### src/rtl/serial_adder_4.sv
// Bit-serial adder: captures two WIDTH-bit operands and a carry-in, adds one bit
// per clock through a half-adder pair, then presents sum, carry-out and overflow.
module serial_adder_4 #(
  parameter int WIDTH = 4
) (
  input  logic             clk,
  input  logic             rst_n,
  input  logic [WIDTH-1:0] a,
  input  logic [WIDTH-1:0] b,
  input  logic             cin,
  input  logic             in_valid,
  output logic             in_ready,
  output logic [WIDTH-1:0] q,
  output logic             cout,
  output logic             ovf,
  output logic             out_valid,
  input  logic             out_ready,
  output logic [1:0]       dbg_state
);

  localparam int CW = (WIDTH > 1) ? $clog2(WIDTH) : 1;
  localparam logic [CW-1:0] LAST = CW'(WIDTH - 1);

  typedef enum logic [1:0] {
    IDLE = 2'd0,
    RUN  = 2'd1,
    DONE = 2'd2
  } state_t;

  state_t           state;
  logic [WIDTH-1:0] a_r;
  logic [WIDTH-1:0] b_r;
  logic [CW-1:0]    cnt;
  logic             carry;

  logic ai, bi, s1, c1, sum, c2, c_next;

  // Full-adder bit built from two half-adder stages.
  always_comb begin
    ai     = a_r[cnt];
    bi     = b_r[cnt];
    s1     = ai ^ bi;
    c1     = ai & bi;
    sum    = s1 ^ carry;
    c2     = s1 & carry;
    c_next = c1 | c2;
  end

  // Handshakes: a transfer happens on a rising edge where valid and ready are
  // both 1; in_ready is high only in IDLE and out_valid only in DONE, so the
  // input and output transfers never overlap.
  assign in_ready  = (state == IDLE);
  assign out_valid = (state == DONE);
  assign dbg_state = state;

  always_ff @(posedge clk or negedge rst_n) begin
    if (!rst_n) begin
      state <= IDLE;
      a_r   <= '0;
      b_r   <= '0;
      cnt   <= '0;
      carry <= 1'b0;
      q     <= '0;
      cout  <= 1'b0;
      ovf   <= 1'b0;
    end else begin
      case (state)
        IDLE: begin
          if (in_valid) begin
            a_r   <= a;
            b_r   <= b;
            carry <= cin;
            cnt   <= '0;
            q     <= '0;
            state <= RUN;
          end
        end
        RUN: begin
          q[cnt] <= sum;
          carry  <= c_next;
          // The counter parks on the last bit instead of wrapping.
          if (cnt == LAST) begin
            cout  <= c_next;
            ovf   <= carry ^ c_next;
            state <= DONE;
          end else begin
            cnt <= cnt + 1'b1;
          end
        end
        DONE: begin
          if (out_ready) state <= IDLE;
        end
        default: state <= IDLE;
      endcase
    end
  end

endmodule

### config.mk
export PLATFORM = sky130hd
export DESIGN_NAME = serial_adder_4
export DESIGN_NICKNAME = d
export VERILOG_FILES = /design/src/rtl/serial_adder_4.sv
export SDC_FILE = /design/constraint.sdc
export NUM_CORES = 1
export LEC_CHECK = 0
export ABC_CLOCK_PERIOD_IN_PS = 1900
export BUFFER_PORTS_ARGS = -buffer_cell sky130_fd_sc_hd__buf_2
export CAP_MARGIN = 20
export CORE_ASPECT_RATIO = 0.9
export CORE_UTILIZATION = 40
export CTS_CLUSTER_SIZE = 14
export DETAILED_ROUTE_END_ITERATION = 10
export SYNTH_ARGS = -nofsm -noshare
export SYNTH_HDL_FRONTEND = slang
export SYNTH_SLANG_ARGS = --single-unit
### constraint.sdc
create_clock -name clk -period 1.9 [get_ports clk]
set_input_delay 0.095 -clock clk [delete_from_list [all_inputs] [get_ports clk]]
set_output_delay 0.095 -clock clk [all_outputs]
set_load 0.01 [all_outputs]
==> impl_metrics.ini <==
[die]
num_io_pins = 23
core.rowCount = 16
dieArea_um2 = 2710
start_util = 0.442
fp.coreArea_um2 = 2260
die_h_um = 49.5
die_x_um = 54.7

[global_routing]
antenna_found_initial = 0
grt_pass1_wl_mm = 3.17
grt_pass1_vias = 668
gr-usage-all-layers = 0.168
grt_max_degree = 20
overflow = 0

[timing]
tightestPinTransition_ns = 0.435
hold_viol = 0
rsz0062_at_grt = true
setup_viol_count_final = 0
maxSlewViolCount = 0
relSlewSlack = 0.710
finClkSkew_ns = 0.00812
final.setup.tns_ns = 0
period_needed_ns = 1.88
fmax_mhz = 532
min_period_over_period = 0.989

[layout]
layout-drive-gt1-share = 0.427
nNetsFinal = 129
syn_to_final_growth_pct = 21.8
diodes = 0
finalInstanceArea_um2 = 1220
finalNonFillerCells = 137

[cts]
numCtsBuffers = 3
clk_latency_ns = 0.30
clk_path_buf_depth = 2
htreeDepth = 1
cts_setup_buffers = 0
clock-sinks = 19
cts_root_buf = clkbuf_4
cts_tree = done
clk_pin_slew_worst_paths_ns = 0.11

[critical_path]
worst_ep_required_time_ns = 2.13
crit_type = flop to flop
arrival_ns = 2.11
worst_setup_path_end_kind = flop
cp-start-kind = flop
path_max_fanout = 4

[synth]
syn_inst = 82
yosysMostFrequentCell = dfrtp_1
ys_ff_latch = 19
synthArstFlopShare = 1.00
yosysTopAreaCell = dfrtp_1
synthTopCellsByArea = dfrtp_1 48%, mux2_2 9.0%, ha_1 5.0%, mux4_2 4.5%, nand3b_1 4.5%
synthTopCellsByCount = 19 x dfrtp_1, 11 x inv_1, 8 x mux2_2
synth_warnings = 0
avgSynthCellArea_um2 = 12.2
synth-edff-count = 0
synth_top_area_share = 0.475
synth_area_um2 = 1000
synth.distinct_cells = 26
synthFlopType = dfrtp_1
ys_seq_area_frac = 0.475
synth.net_count = 100

[route]
drt_iter0_drc = 9
drt-pass1-iter-count = 4
viasPerCell = 5.12
ant_nets = 0
drc = 0
wl_per_cell_um = 13.0
wirelength_mm = 1.78
num_vias = 702

[power_and_ir_drop]
switchingPower_mw = 0.826
internal_power_mw = 1.29
p_sw_frac = 0.391
seq_power_share = 0.354
leakagePower_nw = 0.576
pwr_density_cell_nw_per_um2 = 1730
totalPowerFinal_mw = 2.11
vdd_drop_max_v = 0.000882
power_frac_clock = 0.099
combPwrFrac = 0.547

[placement]
gp_congestion = 0.796
port_buffers = 22
dp_cells = 131
placed_area_um2 = 1140
dpl.hpwl_mm = 1.33

[status]
status = finished clean

[job]
drv_cap = 0

[min_path]
hp-class = primary input to flop
[worst max-delay path, cell delays in order (launching register included)]
cell,delay [ns]
dfrtp_2,0.41
mux4_2,0.51
inv_2,0.07
fa_1,0.40
or2_4,0.27
o221ai_2,0.15
[sequential cells by signal, summed over array words and instances (netlist names)]
signal,count
a_r,4
cnt,2
dbg_state,2
q,4
ovf,1
cout,1
carry,1
b_r,4
[final cells by class]
cell class / count / area (µm²)
Multi-Input combinational cell: 49 / 488
Tap cell: 27 / 33.8
Clock buffer: 4 / 26.3
Sequential cell: 19 / 477
Fill cell: 222 / 1040
Inverter: 11 / 41.3
Timing Repair Buffer: 27 / 153
[repair_timing]
action,CTS,global route
hold endpoints to repair,20,0
setup endpoints to repair,4,4
resized for setup,2,4
hold buffers,2,0
[metrics by stage]
stage,utilization,setup WS (ns),hold slack [ns]
global placement,0.506,0.0260,0.0589
floorplan,-,0.0301,-0.201
finish,0.539,0.0200,0.0226
detailed placement,0.506,0.00708,0.0584
CTS,0.528,0.00250,0.0117
global route,0.539,-0.0531,0.00219
[routing by layer]
metal	track usage	share of wire
met1	0.225	0.46
met2	0.243	0.47
met3	0.0710	0.051
met4	0.0513	0.015
met5	0	0
[logic make-up (layout without fill, tap and decap cells)]
kind of cell / after synthesis / in the layout / synth area share
and+or+nand+nor: 21 / 21 / 0.144
DFF: 19 / 19 / 0.475
buffers and inverters: 14 / 42 / 0.0650
muxes: 12 / 12 / 0.156
AOI/OAI and AO/OA: 10 / 10 / 0.0812
adders and majority gates: 5 / 5 / 0.0700
xor gates and xnor gates: 1 / 1 / 0.00875
[final timing paths]
check / from / to / slack [ns] / cells after the start
setup / recovery: cnt[0]$_DFFE_PN0P_ / q[2]$_DFFE_PN0P_ / 0.02 / 5
hold / removal: b[1] / b_r[1]$_DFFE_PN0P_ / 0.02 / 2
setup reg to reg: cnt[0]$_DFFE_PN0P_ / q[2]$_DFFE_PN0P_ / 0.02 / 5
hold reg to reg: ovf$_DFFE_PN0P_ / ovf$_DFFE_PN0P_ / 0.50 / 1
max in group asynchronous: rst_n / cnt[0]$_DFFE_PN0P_ / 1.35 / 2
min in group asynchronous: rst_n / q[0]$_DFFE_PN0P_ / 0.24 / 2
[cells in the final DEF, fill, tap and decap left out, types with 2 or more instances in the layout]
| master | instances |
|---|---|
| inv_1 | 10 |
| o221ai_2 | 4 |
| nand3_1 | 2 |
| clkbuf_4 | 3 |
| buf_2 | 22 |
| nand2b_1 | 4 |
| buf_4 | 3 |
| or4b_1 | 2 |
| mux4_2 | 2 |
| nand3b_1 | 6 |
| dfrtp_1 | 18 |
| ha_1 | 4 |
| dlygate4sd3_1 | 2 |
| nand2_1 | 4 |
| mux2_2 | 8 |
[power groups by stage]
stage | Combinational, mW | Sequential, mW | Clock [mW]
floorplan | 0.758 | 0.751 | 0
global placement | 1.01 | 0.752 | 0
detailed placement | 1.02 | 0.759 | 0
CTS | 1.08 | 0.752 | 0.220
global route | 1.29 | 0.785 | 0.241
finish | 1.15 | 0.748 | 0.209
(Power assumes the default switching activity.)
